$ cat config.mk
export PLATFORM = sky130hd
export DESIGN_NAME = sram_mem_stage
export DESIGN_NICKNAME = d
export VERILOG_FILES = /design/src/rtl/sram_mem_stage.sv
export SDC_FILE = /design/constraint.sdc
export NUM_CORES = 1
export LEC_CHECK = 0
export ABC_AREA = 1
export CORE_MARGIN = 2
export CORE_UTILIZATION = 34
export DETAILED_ROUTE_END_ITERATION = 10
export PLACE_DENSITY = 0.82
export SYNTH_ARGS = -nofsm -noshare
export SYNTH_HDL_FRONTEND = slang
export SYNTH_SLANG_ARGS = --single-unit
export TNS_END_PERCENT = 50
$ cat constraint.sdc
create_clock -name clk -period 1.93 [get_ports clk]
set_input_delay 0.386 -clock clk [delete_from_list [all_inputs] [get_ports clk]]
set_output_delay 0.386 -clock clk [all_outputs]
set_load 0.02 [all_outputs]
$ cat src/rtl/sram_mem_stage.sv
// Pipeline memory stage: 32-bit loads/stores to a 16-bit asynchronous SRAM as two
// half-word accesses, each held for WAIT_CYCLES cycles while the pipeline is frozen.
module sram_mem_stage #(
    parameter int REGISTER_LEN  = 32,
    parameter int SRAM_ADDR_LEN = 18,
    parameter int SRAM_DATA_LEN = 16,
    parameter int BASE_ADDR     = 1024,
    parameter int WAIT_CYCLES   = 2
) (
    input  logic                     clk,
    input  logic                     rst,
    input  logic                     wb_enable_in,
    input  logic                     mem_read_in,
    input  logic                     mem_write_in,
    input  logic [REGISTER_LEN-1:0]  alu_res_in,
    input  logic [REGISTER_LEN-1:0]  val_rm_in,
    output logic                     wb_enable_out,
    output logic                     mem_read_out,
    output logic [REGISTER_LEN-1:0]  alu_res_out,
    output logic [REGISTER_LEN-1:0]  mem_read_value,
    output logic                     ready,
    output logic [SRAM_ADDR_LEN-1:0] sram_addr,
    output logic [SRAM_DATA_LEN-1:0] sram_dq_out,
    output logic                     sram_dq_oe,
    input  logic [SRAM_DATA_LEN-1:0] sram_dq_in,
    output logic                     sram_we_n
);

    localparam int CNT_W = (WAIT_CYCLES > 1) ? $clog2(WAIT_CYCLES) : 1;

    typedef enum logic [1:0] {IDLE, LOW, HIGH, DONE} state_t;

    state_t                    state_reg;
    logic [CNT_W-1:0]          cnt_reg;
    logic [REGISTER_LEN-1:0]   mem_read_value_reg;

    logic                      req;
    logic                      is_write;
    logic                      is_read;
    logic                      cnt_last;
    logic                      in_access;
    logic [REGISTER_LEN-1:0]   offset;
    logic [SRAM_ADDR_LEN-2:0]  word;
    logic                      unused_bits;

    assign req      = mem_read_in | mem_write_in;
    // A simultaneous read+write is treated as a store only.
    assign is_write = mem_write_in;
    assign is_read  = mem_read_in & ~mem_write_in;
    assign cnt_last = (cnt_reg == CNT_W'(WAIT_CYCLES - 1));

    // Byte address relative to the SRAM window, in 32-bit words; wraps silently.
    assign offset      = alu_res_in - REGISTER_LEN'(BASE_ADDR);
    assign word        = offset[SRAM_ADDR_LEN:2];
    assign unused_bits = ^{offset[REGISTER_LEN-1:SRAM_ADDR_LEN+1], offset[1:0]};

    always_ff @(posedge clk or negedge rst) begin
        if (!rst) begin
            state_reg          <= IDLE;
            cnt_reg            <= '0;
            mem_read_value_reg <= '0;
        end else begin
            case (state_reg)
                IDLE: begin
                    if (req) begin
                        state_reg <= LOW;
                        cnt_reg   <= '0;
                    end
                end
                LOW: begin
                    if (cnt_last) begin
                        if (is_read)
                            mem_read_value_reg[SRAM_DATA_LEN-1:0] <= sram_dq_in;
                        cnt_reg   <= '0;
                        state_reg <= HIGH;
                    end else begin
                        cnt_reg <= cnt_reg + CNT_W'(1);
                    end
                end
                HIGH: begin
                    if (cnt_last) begin
                        if (is_read)
                            mem_read_value_reg[2*SRAM_DATA_LEN-1:SRAM_DATA_LEN] <= sram_dq_in;
                        cnt_reg   <= '0;
                        state_reg <= DONE;
                    end else begin
                        cnt_reg <= cnt_reg + CNT_W'(1);
                    end
                end
                // Always return to IDLE so a request still held in DONE is not replayed.
                DONE: state_reg <= IDLE;
                default: state_reg <= IDLE;
            endcase
        end
    end

    assign in_access = (state_reg == LOW) || (state_reg == HIGH);

    always_comb begin
        sram_addr   = '0;
        sram_dq_out = '0;
        sram_dq_oe  = 1'b0;
        sram_we_n   = 1'b1;
        if (in_access) begin
            sram_addr = {word, (state_reg == HIGH)};
            if (is_write) begin
                sram_we_n   = 1'b0;
                sram_dq_oe  = 1'b1;
                sram_dq_out = (state_reg == HIGH) ? val_rm_in[2*SRAM_DATA_LEN-1 -: SRAM_DATA_LEN]
                                                  : val_rm_in[SRAM_DATA_LEN-1:0];
            end
        end
    end

    assign ready          = ((state_reg == IDLE) && !req) || (state_reg == DONE);
    assign mem_read_value = mem_read_value_reg;
    assign wb_enable_out  = wb_enable_in;
    assign mem_read_out   = mem_read_in;
    assign alu_res_out    = alu_res_in;

endmodule

==> results of run 1 <==
worst reg2reg max path, stage by stage (launching register included):
cell	delay [ns]
dfrtp_1	0.39
inv_2	0.07
buf_4	0.13
buf_4	0.13
ha_1	0.19
nand2_2	0.09
buf_12	0.20
nand2_1	0.11
o21ai_2	0.06
layer usage:
layer | global-route usage, % | share of wire [%] | vias to the layer above
met1 | 19.1 | 36 | 1137
met4 | 4.62 | 1.7 | 0
met2 | 36.6 | 55 | 114
li1 | - | - | 1206
met3 | 4.43 | 7.3 | 14
met5 | 0 | 0 | -
cells in the final DEF (no fill, tap or decap), drive strengths merged:
cell type and instances:
clkdlybuf4s50 106, a21oi 8, nor2 48, dlygate4sd2 10, nor3 15, nand2 64
clkdlybuf4s15 2, dlymetal6s2s 2, clkinv 1, buf 63, or2 1, inv 42
dfrtp 35, clkbuf 9, nand3 4, o21ai 39, ha 6
cell families after synthesis:
kind of cell / synth area share, %
buffers and inverters: 22.2
AND/OR/NAND/NOR: 23.3
flip-flops: 36.5
AO/OA/AOI/OAI: 14.8
adder cells (fa/ha/maj): 3.13
worst max-delay path by stage:
| stage | slack [ns] | endpoint | cells past startpoint |
|---|---|---|---|
| final | -0.07 | sram_dq_out[1] | 5 |
| after global routing | -0.19 | sram_dq_out[4] | 5 |
| after CTS | -0.07 | sram_dq_out[9] | 7 |
| after detailed placement | -0.66 | sram_addr[11] | 6 |
| after global placement | -0.64 | sram_addr[11] | 6 |
| after floorplan | -0.11 | sram_dq_out[5] | 6 |
layout make-up:
| type | count | area (µm²) |
|---|---|---|
| Sequential cell | 35 | 876 |
| Timing Repair Buffer | 185 | 1840 |
| Fill cell | 577 | 2490 |
| Inverter | 41 | 166 |
| Timing Repair inverter | 1 | 8.76 |
| Clock inverter | 1 | 5.00 |
| Tap cell | 96 | 120 |
| Multi-Input combinational cell | 185 | 1210 |
| Clock buffer | 7 | 76.3 |
per-stage QoR:
| step | utilization (%) | instance area, µm² |
|---|---|---|
| 3_5_place_dp | 57.8 | 3930 |
| 6_report | 63.4 | 4310 |
| 5_1_grt | 63.4 | 4310 |
| 2_1_floorplan | - | 2410 |
| 4_1_cts | 60.1 | 4090 |
| 3_3_place_gp | 57.8 | 3930 |
timing repair:
item	CTS	global route
gates cloned	2	2
endpoints found under the hold margin	0	0
pin swaps	6	11
setup endpoints to repair	44	36
hold buffers	0	0
setup buffers	4	2
gates resized for setup	231	48
power by group through the flow:
| stage | Combinational (mW) | Clock [mW] | Sequential [mW] |
|---|---|---|---|
| 2_1_floorplan | 1.98 | 0 | 1.65 |
| 3_3_place_gp | 4.29 | 0 | 1.26 |
| 3_5_place_dp | 4.37 | 0 | 1.28 |
| 4_1_cts | 4.63 | 0.514 | 1.27 |
| 5_1_grt | 5.50 | 0.546 | 1.32 |
| 6_report | 5.15 | 0.502 | 1.27 |
==> out/results.tsv, run 1 <==
metric	value	unit
clk_pin_slew	0.07	ns
cp_cell_sequence	inv_2, ha_4, nand2_8, nor3_1, buf_4	
cp.buffers_inverters	2	
grt_overflow	0	
die_y	88.0	µm
violations	setup timing	
rr_worst_depth	8	
clock_latency	0.28	ns
fin_nets	545	
largest_register_ffs	32	
startpoint	state_reg[1]$_DFFE_PN0P_	
antenna_found_initial	0	
routed_wl	7610	µm
finalPower	6.92	mW
rows	30	
grt_max_degree	36	
yosysMostFrequentCell	nand2_1	
slowest_stage	dfrtp_1	
power_frac_comb	74.4	%
crit_fanout	9	
place_inst	533	
rsz0062_at_grt	yes	
synth_area_leaders	dfrtp_1 37%, o21ai_2 12%, buf_4 11%	
final_layout_size_suffix_gt1_share	35.2	%
drv_cap	0	
cpLargestDelayFamily	flip-flops	
r2r-end	mem_read_value[0]$_DFFE_PN0P_	
fmax	499	MHz
seqPwrFrac	18.4	%
end_kind	primary output	
regToRegStartpoint	state_reg[1]$_DFFE_PN0P_	
syn_nets	397	
min_path_cells	2	
min_from	mem_read_value[13]$_DFFE_PN0P_	
drt-wirelength-per-cell	13.8	µm
syn_area	2400	µm²
synth-seq-area-share	36.5	%
p_sw_share	44.9	%
hold_viol	0	
numCtsBuffers	5	
clock-skew-final	0.00828	ns
clockPowerShare	7.2	%
power_density	1610	nW/µm²
p_int	3.82	mW
async_reset_ff_share	100	%
vias_per_cell	4.48	
critPathRequiredTime	1.54	ns
fin_setup_tns	-1.45	ns
yosysTopAreaCell	dfrtp_1	
vias	2471	
port_buffers	155	
setup_violations	32	
netlist_instances	306	
dp_hpwl	5570	µm
dp_slack	-0.658	ns
cp_data_arrival_time	1.62	ns
yosys_most_used_dff	dfrtp_1	
yosys_warnings	0	
switching_power	3.10	mW
grt_pass1_vias	2412	
ys_seq_elements	35	
rrSetupSlack	0.49	ns
tritoncts	built	
ios	188	
final_antenna_net_count	0	
diodes	0	
clockBufferDepth	2	
synth_top_area_share	36.5	%
synthTopCellsByCount	60 x nand2_1, 47 x nor2_1, 40 x inv_1, 36 x buf_4, 35 x dfrtp_1	
min_period_over_period	104	%
worst_hold_path_type	flip-flop to flip-flop	
fin_hold_ws	0.483	ns
worstHoldEndpoint	mem_read_value[13]$_DFFE_PN0P_	
htreeDepth	2	
final_cells	551	
syn_avg_cell_area	7.83	µm²
start_util	35.3	%
synth_cell_types	20	
peakVddDrop	0.945	mV
gp_congestion	0.742	
core_area	6790	µm²
drt_iter0_drc	132	
outcome	finished, violations left	
clock_sinks	35	
drc	0	
final_max_slew_viol_count	0	
leakage	2.06	nW
layout_min_cycle_time	2.00	ns
finalWorstSetupSlack	-0.0746	ns
grt_pass1_wl	11300	µm
grt_util_all_layers	18.4	%
die_w	88.0	µm
synth_edf_count	0	
worstMarginPinSlew	0.443	ns
slew_headroom	70.5	%
cp-start-kind	flip-flop	
cts-root-buf	clkbuf_8	
crit_type	flip-flop to primary output	
first_pass_iters	4	
synthToLayoutAreaGrowth	79.6	%
die-area	7740	µm²
critical_path.max_stage_delay	0.39	ns
(Power assumes the default switching activity.)
==> run 2, diff against run 1 <==
- CORE_UTILIZATION: 34 -> 30
- PLACE_DENSITY: 0.82 -> 0.77
- TNS_END_PERCENT: 50 -> 30
- clock period: 1.93 -> 1.8 ns (I/O delays scaled with it)
==> run 2 against run 1 <==
  * Hold slack better by 0.00087 ns
  * Clock-buffer cell count did not move
  * Design area shrank 1.7%
  * Clock skew decreased by 0.0016 ns
  * The run still ends with setup timing left
  * Sequential power is 8% higher
  * Via count is 2.1% lower
==> out/results.tsv, run 2 (same netlist as run 1, synthesis figures left out) <==
metric	value	unit	change
min_period_over_period	108	%	
rrSetupSlack	0.30	ns	was 0.49 ns
final_antenna_net_count	0		unchanged
clock_sinks	35		unchanged
clk_pin_slew	0.07	ns	about the same
ctsHoldBuffers	0		unchanged
rows	32		was 30
worstHoldEndpoint	mem_read_value[25]$_DFFE_PN0P_		was mem_read_value[13]$_DFFE_PN0P_
crit_type	flip-flop to primary output		unchanged
hold_viol	0		unchanged
vias	2420		was 2471
cp_data_arrival_time	1.59	ns	was 1.62 ns
grt_pass1_wl	11400	µm	was 11300 µm
final_max_slew_viol_count	0		unchanged
slew_headroom	69.1	%	was 70.5%
peakVddDrop	0.757	mV	was 0.945 mV
rr_worst_depth	8		unchanged
ios	188		unchanged
clock-skew-final	0.00663	ns	was 0.00828 ns
place_inst	549		was 533
port_buffers	155		unchanged
tritoncts	built		unchanged
synthToLayoutAreaGrowth	76.5	%	was 79.6%
worst_hold_path_type	flip-flop to flip-flop		unchanged
numCtsBuffers	5		unchanged
fin_hold_ws	0.484	ns	was 0.483 ns
start_util	31.0	%	was 35.3%
setup_violations	34		was 32
grt_max_degree	36		unchanged
grt_util_all_layers	16.1	%	was 18.4%
layout_min_cycle_time	1.95	ns	
regToRegStartpoint	state_reg[0]$_DFFE_PN0P_		was state_reg[1]$_DFFE_PN0P_
fin_nets	550		was 545
layout_common_cells	99 x clkdlybuf4s50_1, 59 x nand2_1, 49 x buf_4		was 106 x clkdlybuf4s50_1, 55 x nand2_1, 37 x buf_4
r2r-end	mem_read_value[9]$_DFFE_PN0P_		was mem_read_value[0]$_DFFE_PN0P_
grt_overflow	0		unchanged
diodes	0		unchanged
die_w	93.4	µm	was 88.0 µm
min_path_cells	2		unchanged
clockBufferDepth	2		unchanged
crit_fanout	9		unchanged
min_from	mem_read_value[25]$_DFFE_PN0P_		was mem_read_value[13]$_DFFE_PN0P_
routed_wl	7230	µm	was 7610 µm
clock_latency	0.28	ns	about the same
htreeDepth	2		unchanged
gp_congestion	0.808		was 0.742
drt_iter0_drc	102		was 132
first_pass_iters	4		unchanged
leakage	2.07	nW	was 2.06 nW
final_layout_size_suffix_gt1_share	34.3	%	was 35.2%
die-area	8720	µm²	was 7740 µm²
finalWorstSetupSlack	-0.150	ns	was -0.0746 ns
seq_area	876	µm²	unchanged
antenna_found_initial	0		unchanged
layout_commonest_cell	clkdlybuf4s50_1		unchanged
cts-root-buf	clkbuf_8		unchanged
drv_cap	0		unchanged
dp_hpwl	5510	µm	was 5570 µm
end_kind	primary output		unchanged
fill_cells	710		was 577
finish.instance_area	4230	µm²	was 4310 µm²
finalPower	7.03	mW	was 6.92 mW
outcome	finished, violations left		unchanged
final_cells	562		was 551
drc	0		unchanged
critPathRequiredTime	1.44	ns	was 1.54 ns
power_density	1660	nW/µm²	was 1610 nW/µm²
multiInputGateArea	1150	µm²	was 1210 µm²
fmax	513	MHz	
placed_area	4040	µm²	was 3930 µm²
drt-wirelength-per-cell	12.9	µm	was 13.8 µm
cp-start-kind	flip-flop		unchanged
violations	setup timing		unchanged
core_area	7730	µm²	was 6790 µm²
worstMarginPinSlew	0.464	ns	was 0.443 ns
largest_register_ffs	32		unchanged
vias_per_cell	4.31		was 4.48
grt_pass1_vias	2376		was 2412
rsz0062_at_grt	yes		unchanged
die_y	93.4	µm	was 88.0 µm
run 2: cell count changes in the layout (fill, tap and decap cells not counted), moves of 4 or more:
cell             change
inv_2                -4
inv_1                +4
buf_4               +12
dlygate4sd2_1        +7
clkdlybuf4s50_1      -7
nor2_4               -5
nand2_1              +4
run 2: worst max-delay path, cell delays in order, from the launching register on:
cell and delay [ns]:
dfrtp_1 0.36, inv_2 0.08, ha_4 0.29, nand2_4 0.08, buf_12 0.16, nor3_4 0.20
buf_6 0.14
run 2: cell type report:
class	instances	area share (%)
repair buffers	192	43.1
multi-input cells	184	27.2
flip-flops and latches	35	20.7
inverters	41	3.76
well taps	102	3.02
clock buffers	7	2.04
clock inverters	1	0.207
run 2: metrics by stage:
step	util, %	worst slack [ns]	setup TNS, ns
after floorplan	-	-0.0200	-0.214
after global placement	52.2	-0.710	-17.01
after detailed placement	52.2	-0.754	-18.00
after CTS	53.6	-0.147	-2.93
after global routing	54.8	-0.219	-5.66
final	54.8	-0.150	-2.66
run 2: layer usage:
metal / share of wire [%] / global-route usage, % / wire (µm) / vias up
met5: 0 / 0 / 0 / -
met4: 0.95 / 3.68 / 69 / 0
met3: 8.2 / 4.75 / 590 / 12
met2: 51 / 28.5 / 3710 / 91
met1: 40 / 19.1 / 2860 / 1098
li1: - / - / - / 1219
run 2: report_power, final:
group | switching [mW] | total, mW | internal [mW]
registers | 0.213 | 1.37 | 1.16
clock network | 0.281 | 0.595 | 0.314
logic | 2.65 | 5.06 | 2.41
total | 3.15 | 7.03 | 3.88
run 2: how the worst max path moves through the flow:
| stage | startpoint | slack (ns) | endpoint |
|---|---|---|---|
| floorplan | state_reg[0]$_DFFE_PN0P_ | -0.02 | sram_dq_out[15] |
| global placement | alu_res_in[10] | -0.71 | sram_addr[11] |
| detailed placement | alu_res_in[10] | -0.75 | sram_addr[13] |
| CTS | state_reg[1]$_DFFE_PN0P_ | -0.15 | sram_dq_out[12] |
| global route | state_reg[0]$_DFFE_PN0P_ | -0.22 | sram_dq_out[7] |
| finish | state_reg[0]$_DFFE_PN0P_ | -0.15 | sram_dq_out[10] |
run 2: repair_timing:
action | in CTS | in global routing
buffers inserted | 4 | 1
setup endpoints to repair | 54 | 37
resized for setup | 231 | 28
pin swaps | 4 | 1
